[src/rtl/chev_pkg.sv]
// rtl/chev_pkg.sv - shared state enum, degree default and fixed-point limit for the Chebyshev map iterator
package chev_pkg;

  // Sequencer states of the map iterator
  typedef enum logic [1:0] {
    ST_IDLE = 2'd0,
    ST_STEP = 2'd1,
    ST_EMIT = 2'd2
  } chev_state_e;

  localparam int MAX_DEG_DEFAULT = 4;

  // +1.0 in Q2.(w-2); also the symmetric saturation bound of every stored value
  function automatic longint chev_one(input int w);
    return longint'(1) << (w - 2);
  endfunction

endpackage

[src/rtl/chev_step.sv]
// rtl/chev_step.sv - one Chebyshev recurrence step: sat(2*x*tcur - tprev)
module chev_step
  import chev_pkg::*;
#(
  parameter int W = 32
) (
  input  logic signed [W-1:0] x,
  input  logic signed [W-1:0] tcur,
  input  logic signed [W-1:0] tprev,
  output logic signed [W-1:0] tnext
);

  localparam logic signed [W-1:0]   ONE = W'(chev_one(W));
  localparam logic signed [2*W-1:0] LIM = (2*W)'(chev_one(W));

  logic signed [2*W-1:0] x_e;
  logic signed [2*W-1:0] tcur_e;
  logic signed [2*W-1:0] tprev_e;
  logic signed [2*W-1:0] prod;
  logic signed [2*W-1:0] scaled;
  logic signed [2*W-1:0] diff;

  // Operands widened up front so the product keeps all 2W bits
  assign x_e     = {{W{x[W-1]}}, x};
  assign tcur_e  = {{W{tcur[W-1]}}, tcur};
  assign tprev_e = {{W{tprev[W-1]}}, tprev};

  // Shifting by W-3 instead of W-2 folds in the factor of two; >>> floors toward -inf
  assign prod   = x_e * tcur_e;
  assign scaled = prod >>> (W - 3);
  assign diff   = scaled - tprev_e;

  // Clamp the recurrence result back into [-ONE, +ONE]
  always_comb begin
    tnext = diff[W-1:0];
    if (diff > LIM) begin
      tnext = ONE;
    end else if (diff < -LIM) begin
      tnext = -ONE;
    end
  end

endmodule

[src/rtl/chebyshev_map_iter.sv]
// rtl/chebyshev_map_iter.sv - iterates x <- T_k(x) in fixed point with a valid/ready output
module chebyshev_map_iter
  import chev_pkg::*;
#(
  parameter int W       = 32,
  parameter int MAX_DEG = MAX_DEG_DEFAULT,
  parameter int ITER_W  = 16
) (
  input  logic                     clk,
  input  logic                     rst,
  input  logic                     start,
  input  logic signed [W-1:0]      seed,
  input  logic        [2:0]        degree,
  input  logic        [ITER_W-1:0] n_iter,
  input  logic                     out_ready,
  output logic                     out_valid,
  output logic signed [W-1:0]      xtn,
  output logic                     busy,
  output logic                     done
);

  localparam logic signed [W-1:0] ONE   = W'(chev_one(W));
  localparam logic        [2:0]   MAX_K = 3'(MAX_DEG);

  chev_state_e             state;
  logic signed [W-1:0]     x_q;
  logic signed [W-1:0]     tprev;
  logic signed [W-1:0]     tcur;
  logic signed [W-1:0]     tnext;
  logic        [2:0]       j;
  logic        [2:0]       deg_q;
  logic        [ITER_W-1:0] n_q;
  logic        [ITER_W-1:0] cnt;
  logic        [ITER_W-1:0] cnt_inc;

  // Seed may arrive anywhere in the Q2 range; the map is only defined on [-1, 1]
  function automatic logic signed [W-1:0] sat_seed(input logic signed [W-1:0] v);
    if (v > ONE) return ONE;
    if (v < -ONE) return -ONE;
    return v;
  endfunction

  // Degrees below two would make the step loop empty, so they behave as T_2
  function automatic logic [2:0] clamp_deg(input logic [2:0] d);
    if (d < 3'd2) return 3'd2;
    if (d > MAX_K) return MAX_K;
    return d;
  endfunction

  assign cnt_inc = cnt + ITER_W'(1);

  chev_step #(
    .W(W)
  ) u_step (
    .x    (x_q),
    .tcur (tcur),
    .tprev(tprev),
    .tnext(tnext)
  );

  // Sequencer: load, k-1 recurrence steps, then hold the iterate until accepted
  always_ff @(posedge clk) begin
    if (rst) begin
      state     <= ST_IDLE;
      x_q       <= '0;
      tprev     <= '0;
      tcur      <= '0;
      j         <= '0;
      deg_q     <= '0;
      n_q       <= '0;
      cnt       <= '0;
      xtn       <= '0;
      out_valid <= 1'b0;
      busy      <= 1'b0;
      done      <= 1'b0;
    end else begin
      done <= 1'b0;
      unique case (state)
        ST_IDLE: begin
          // done is still high on the cycle after completion; a start there is dropped
          if (start && !done) begin
            deg_q <= clamp_deg(degree);
            n_q   <= n_iter;
            cnt   <= '0;
            x_q   <= sat_seed(seed);
            tprev <= ONE;
            tcur  <= sat_seed(seed);
            j     <= 3'd1;
            if (n_iter == '0) begin
              done <= 1'b1;
            end else begin
              state <= ST_STEP;
              busy  <= 1'b1;
            end
          end
        end
        ST_STEP: begin
          tprev <= tcur;
          tcur  <= tnext;
          j     <= j + 3'd1;
          if (j + 3'd1 == deg_q) begin
            xtn       <= tnext;
            out_valid <= 1'b1;
            state     <= ST_EMIT;
          end
        end
        ST_EMIT: begin
          if (out_ready) begin
            cnt       <= cnt_inc;
            out_valid <= 1'b0;
            if (cnt_inc == n_q) begin
              state <= ST_IDLE;
              busy  <= 1'b0;
              done  <= 1'b1;
            end else begin
              // The accepted iterate becomes the next map input
              x_q   <= xtn;
              tprev <= ONE;
              tcur  <= xtn;
              j     <= 3'd1;
              state <= ST_STEP;
            end
          end
        end
        default: begin
          state     <= ST_IDLE;
          busy      <= 1'b0;
          out_valid <= 1'b0;
        end
      endcase
    end
  end

endmodule

[config.mk]
export PLATFORM = sky130hd
export DESIGN_NAME = chebyshev_map_iter
export DESIGN_NICKNAME = d
export VERILOG_FILES = /design/src/rtl/chev_pkg.sv /design/src/rtl/chev_step.sv /design/src/rtl/chebyshev_map_iter.sv
export SDC_FILE = /design/constraint.sdc
export NUM_CORES = 2
export LEC_CHECK = 0
export ABC_CLOCK_PERIOD_IN_PS = 29300
export CAP_MARGIN = 5
export CORE_MARGIN = 5
export CORE_UTILIZATION = 55
export CTS_BUF_LIST = sky130_fd_sc_hd__clkbuf_16
export CTS_CLUSTER_SIZE = 40
export DETAILED_ROUTE_END_ITERATION = 8
export PLACE_DENSITY = 0.7
export SYNTH_ARGS = -nofsm -noshare
export SYNTH_HDL_FRONTEND = slang
export SYNTH_SLANG_ARGS = --single-unit
[constraint.sdc]
create_clock -name clk -period 29.3 [get_ports clk]
set_input_delay 7.325 -clock clk [delete_from_list [all_inputs] [get_ports clk]]
set_output_delay 7.325 -clock clk [all_outputs]
set_load 0.01 [all_outputs]
# After elaboration in Yosys (flattened, before gate mapping)
# Index checks and enable logic that the tools add are counted.
[word_totals]
elab_cells = 111
reg_bits = 171
[classes]
muxes = 63
reduce_logical = 14
n_eq_ne = 10
multipliers = 1
n_lt_le_gt_ge = 6
n_bitwise = 2
addsub = 3
[op_table]
columns = ["op", "n"]
rows = [
  ["32-bit 2-to-1 mux", 12],
  ["32-bit one-hot mux with 3 select lines", 2],
  ["64-bit by 32-bit greater-than comparator with 1-bit output, second input constant", 1],
  ["64-bit by 31-bit less-than comparator with 1-bit output, second input constant", 1],
  ["32-bit by 32-bit multiplier with 64-bit output", 1],
  ["32-bit one-hot mux with 2 select lines", 1],
  ["35-bit by 32-bit subtractor with 36-bit output", 1],
  ["32-bit greater-than comparator, second input constant", 1],
  ["32-bit by 31-bit less-than comparator with 1-bit output, second input constant", 1],
  ["16-bit 2-to-1 mux", 2],
  ["16-bit one-hot mux with 2 select lines", 1],
  ["1-bit 2-to-1 mux", 29],
  ["3-bit 2-to-1 mux", 7],
  ["16-bit by 1-bit adder with 16-bit output, second input constant", 1],
  ["16-bit == test", 1],
  ["16-bit logical NOT", 1],
  ["2-bit inequality test, second input constant", 6],
  ["4-bit AND reduction", 3],
  ["3-bit one-hot mux with 3 select lines", 1],
  ["2-bit 2-to-1 mux", 4],
  ["1-bit one-hot mux with 3 select lines", 2],
  ["2-bit one-hot mux with 3 select lines", 1],
  ["3-bit AND reduction", 2],
  ["5-bit AND reduction", 1],
  ["other kinds (14)", 16],
]

# Depth between registers and ports, before layout
[logic_depth]
word_depth = 13
mapped_depth = 43

# By module
# Synthesis repeated with hierarchy kept, for this count alone.
[unflattened]
cells_unflattened = 4949
hier_area_um2 = 45402.3
[by_module_without_submodules]
columns = ["module", "area_per_inst_um2", "n_inst", "cells_per_inst"]
rows = [
  ["chev_step", 36999.2, 1, 3975],
  ["chebyshev_map_iter", 8403.1, 1, 974],
]

# Worst setup path after synthesis
# OpenSTA, ideal clock, no wires.
[synth_path]
path_type = "register to register"
startpoint = "register tcur[5]"
endpoint = "register tcur[21]"
synth_period_minus_slack_ns = 10.890
t_arrival_ns = 10.805
stages_incl_launch_ff = 42
path_buffers = 4
setup_slack_ns = 18.410
setup_time_ns = 0.086
path_cell_list = "dfxtp_1 -> clkbuf_1 -> nand2_1 -> inv_1 -> fa_1 -> fa_1 -> inv_1 -> fa_1 -> inv_1 -> fa_1 -> inv_1 -> fa_1 -> inv_1 -> fa_1 -> inv_1 -> fa_1 -> inv_1 -> fa_1 -> [6 not listed] -> or4_1 -> a31oi_1 -> o21bai_1 -> xnor2_1 -> ha_1 -> clkbuf_1 -> a21oi_1 -> o21ai_0 -> or3_1 -> a211oi_1 -> a2111oi_0 -> nor4b_1 -> nand3_1 -> nor4_2 -> buf_4 -> buf_4 -> o211ai_1 -> a211oi_1"
[synth_between]
elab_chain_len = 6
[synth_lines]
columns = ["item", "line_no", "source"]
rows = [
  ["start, declared", "chebyshev_map_iter.sv:28", "logic signed [W-1:0] tcur;"],
  ["start signal, assigned", "chebyshev_map_iter.sv:87", "tcur <= sat_seed(seed);"],
  ["start signal, assigned", "chebyshev_map_iter.sv:99", "tcur <= tnext;"],
  ["start signal, assigned", "chebyshev_map_iter.sv:119", "tcur <= xtn;"],
  ["32-bit by 32-bit multiplier with 64-bit output *", "chev_step.sv:29", "assign prod = x_e * tcur_e;"],
  ["35-bit by 32-bit subtractor with 36-bit output *", "chev_step.sv:31", "assign diff = scaled - tprev_e;"],
  ["64-bit by 31-bit less-than comparator with 1-bit output", "chev_step.sv:38", "end else if (diff < -LIM) begin"],
  ["32-bit 2-to-1 mux", "chev_step.sv:38", ""],
  ["32-bit 2-to-1 mux *", "chev_step.sv:36", "if (diff > LIM) begin"],
  ["32-bit one-hot mux with 3 select lines *", "chebyshev_map_iter.sv:78", "unique case (state)"],
]
# Every way passes the cells marked *; elsewhere a longest branch is shown, timed or not.
# A chain may end at the register's enable or synchronous reset.

# Final worst setup path
[layout_path]
startpoint = "register x_q[31]"
endpoint = "register xtn[7]"
[layout_between]
elab_chain_len = 5
[layout_lines]
columns = ["item", "line_no", "source"]
rows = [
  ["start, declared", "chebyshev_map_iter.sv:26", "logic signed [W-1:0] x_q;"],
  ["start signal, assigned", "chebyshev_map_iter.sv:85", "x_q <= sat_seed(seed);"],
  ["start signal, assigned", "chebyshev_map_iter.sv:117", "x_q <= xtn;"],
  ["32-bit by 32-bit multiplier with 64-bit output *", "chev_step.sv:29", ""],
  ["35-bit by 32-bit subtractor with 36-bit output *", "chev_step.sv:31", ""],
  ["64-bit by 31-bit less-than comparator with 1-bit output", "chev_step.sv:38", ""],
  ["32-bit 2-to-1 mux", "chev_step.sv:38", ""],
  ["32-bit 2-to-1 mux *", "chev_step.sv:36", ""],
  ["end signal, assigned", "chebyshev_map_iter.sv:102", "xtn <= tnext;"],
  ["end, declared", "chebyshev_map_iter.sv:17", "output logic signed [W-1:0] xtn,"],
]
# Marked as above.

==> metrics <==
first-pass iteration count of the detailed router=6; Synth area leader=fa_1; Post-Synthesis Cells=between 5000 and 6000; die height=between 200 and 300 um; root buf cell=clkbuf_16; Syn Nets=approximately 6500; area grow syn2layout=5.004%; CTS tree=built; Critical Path AT=roughly 13000 ps; port buffer count=between 80 and 90; first-pass GRT wire length=roughly 200 mm; Seq/Total Area, Yosys=around 7.5%; Core Region=roughly 82000 um2; Starting Density=about 55%; Worst Path Max Fanout=33; Slew Limit Fails=0; synthesized cell area=~45000 um2; top post-synthesis cells by area=fa_1 (48%), inv_1 (8.5%), dfxtp_1 (7.5%); Clock Tree Buf Depth=2; setup bufs post-CTS=0; fmax=77.76 MHz; post-DR wirelength/cell=19.78 um; dpl hpwl=roughly 93 mm; GP Congestion=approximately 0.93; # nets final=6363; initial antenna violation count=4; Iter 0 DRT Violations=between 2000 and 3000; # rows=105; synth unique cells=between 60 and 70; DRC=0; die width=around 300 um; clock skew=between 15 and 20 ps; Crit Path Class=reg -> reg; CP bufs+invs=10; CTS Hold Bufs=0; register bit total from synthesis=171; Worst-Skew Late Latency=roughly 450 ps; post-route clock period utilization=a little over two fifths; share of post-route cells with drive strength above 1=under 10%; CP Capture Type=register; Post-Route WL=approximately 120 mm; Final TNS setup=0 ps; antenna diode count=0; die area=around 88000 um2; Post-synth top flop=dfxtp_1; Routed Antenna Nets=0; top cell type's share of synthesized area=between 40 and 50%; via-per-instance ratio=approximately 5.7; Max Cap Viol=0; Slowest Stage Delay on Critical Path=roughly 1200 ps; asr flop ratio synth=0%; H-tree Lvls=4; cts repair resizes=0; crit start category=register; fin crit period=about 13000 ps; Final Setup Violations=0; Final Hold Vio Count=0; IO Count=90; total gr overflow=0; clock transition at the registers of the reported paths=around 80 ps; vias in the first global route=37440; outcome=finished clean; Slowest cell on crit path=fa_1; clock sink total=~170; CP delay by family, top=adder cells; total number of yosys warnings=0; largest net degree at the start of global routing=between 80 and 90; number of flops mapped to enable cells by yosys=0; RSZ-0062 raised after global routing=no; Hold Path Class=reg -> reg; CTS Buf Count=17; CP required=between 20000 and 30000 ps; global-route usage over all layers=between 20% and 30%; via count of the routed design=34650; worst rel slew slack=around 21%; Slew @ Worst Pin=roughly 1200 ps; mean area per synthesized cell=about 9 um2
[registers in the layout, summed over array words and instances (netlist names)]
signal / flops
busy: 1
cnt: 16
deg_q: 3
done: 1
j: 3
n_q: 16
out_valid: 1
state: 2
tcur: 32
tprev: 32
x_q: 32
xtn: 32
[cell families after synthesis]
group,synth area share [%]
AOI/OAI and AO/OA,8.425
xor gates and xnor gates,2.044
adders and majority gates,53.77
buffers and inverters,11.02
DFF,7.536
muxes,0.1542
and+or+nand+nor,17.05
[metal layers]
metal | part of all wire [%] | GRT usage [%] | wire, um
met5 | 0 | 0 | 0
met2 | 50 | 48.91 | 60600
met4 | 4.3 | 10.05 | 5211
met3 | 5.9 | 2.919 | 7149
met1 | 39 | 36.32 | 47470
[metrics by stage]
stage / setup slack [ps] / instances / utilization, % / hold slack [ps] / instance area (um2)
5_1_grt: 15430 / 6088 / 58.19 / 466.7 / 47700
3_3_place_gp: 16890 / 6056 / 57.52 / 439.1 / 47150
3_5_place_dp: 16590 / 6056 / 57.52 / 444.7 / 47150
4_1_cts: 16530 / 6088 / 58.19 / 453.8 / 47700
2_1_floorplan: 18410 / 5118 / - / 431.9 / 45430
6_report: 16440 / 6088 / 58.19 / 453.1 / 47700
[synthesized netlist by cell type (34+ instances only)]
master       n
fa_1      1082
inv_1     1028
nand2_1    686
and2_1     495
clkbuf_1   283
ha_1       221
a21oi_1    214
nor2_1     196
dfxtp_1    171
o21ai_0    106
xnor2_1     76
a211oi_1    66
nand3_1     62
o211ai_1    36
nand4_1     34
[final cells by class]
class / count / area, um2
inverter: 1028 / 3859
timing repair buffer: 168 / 1481
clock buffer: 17 / 425.4
tap: 1070 / 1339
multi-input combinational: 3619 / 37050
sequential: 171 / 3425
clock inverter: 15 / 122.6
fill: 7359 / 34280
[layout by cell type, fill, tap and decap left out, drive strengths merged, types with 18 or more instances in the layout]
master	netlist	layout
o21a	20	20
and2	495	495
a31oi	18	18
nand3	62	62
dfxtp	171	171
o21ai	111	111
xor2	30	30
clkdlybuf4s50	0	88
ha	221	221
nor2	196	196
buf	17	80
xnor2	76	76
a21oi	216	216
nand2	686	686
nand4	34	34
inv	1028	1031
a21o	32	32
a22oi	28	28
nor3	27	27
nand2b	21	21
o211ai	36	36
fa	1082	1082
a211oi	68	68
[worst register-to-register path, delay by kind of cell (launching register included)]
family	cells	cell delay [ps]
compound gates	9	1950
fa+ha+maj	10	5600
buf+inv	10	1610
flops	1	1110
xor+xnor	1	150
simple gates	9	2360
[worst paths after layout]
check / startpoint / end / slack, ps / cells after the start
setup / recovery: x_q[31] / xtn[7] / 16440 / 39
hold / removal: tprev[8] / tprev[8] / 450 / 2
setup reg to reg: x_q[31] / xtn[7] / 16440 / 39
hold reg to reg: tprev[8] / tprev[8] / 450 / 2
Power is not shown: default switching activity piles up to over one toggle a cycle in this logic, so the estimate is an artifact.
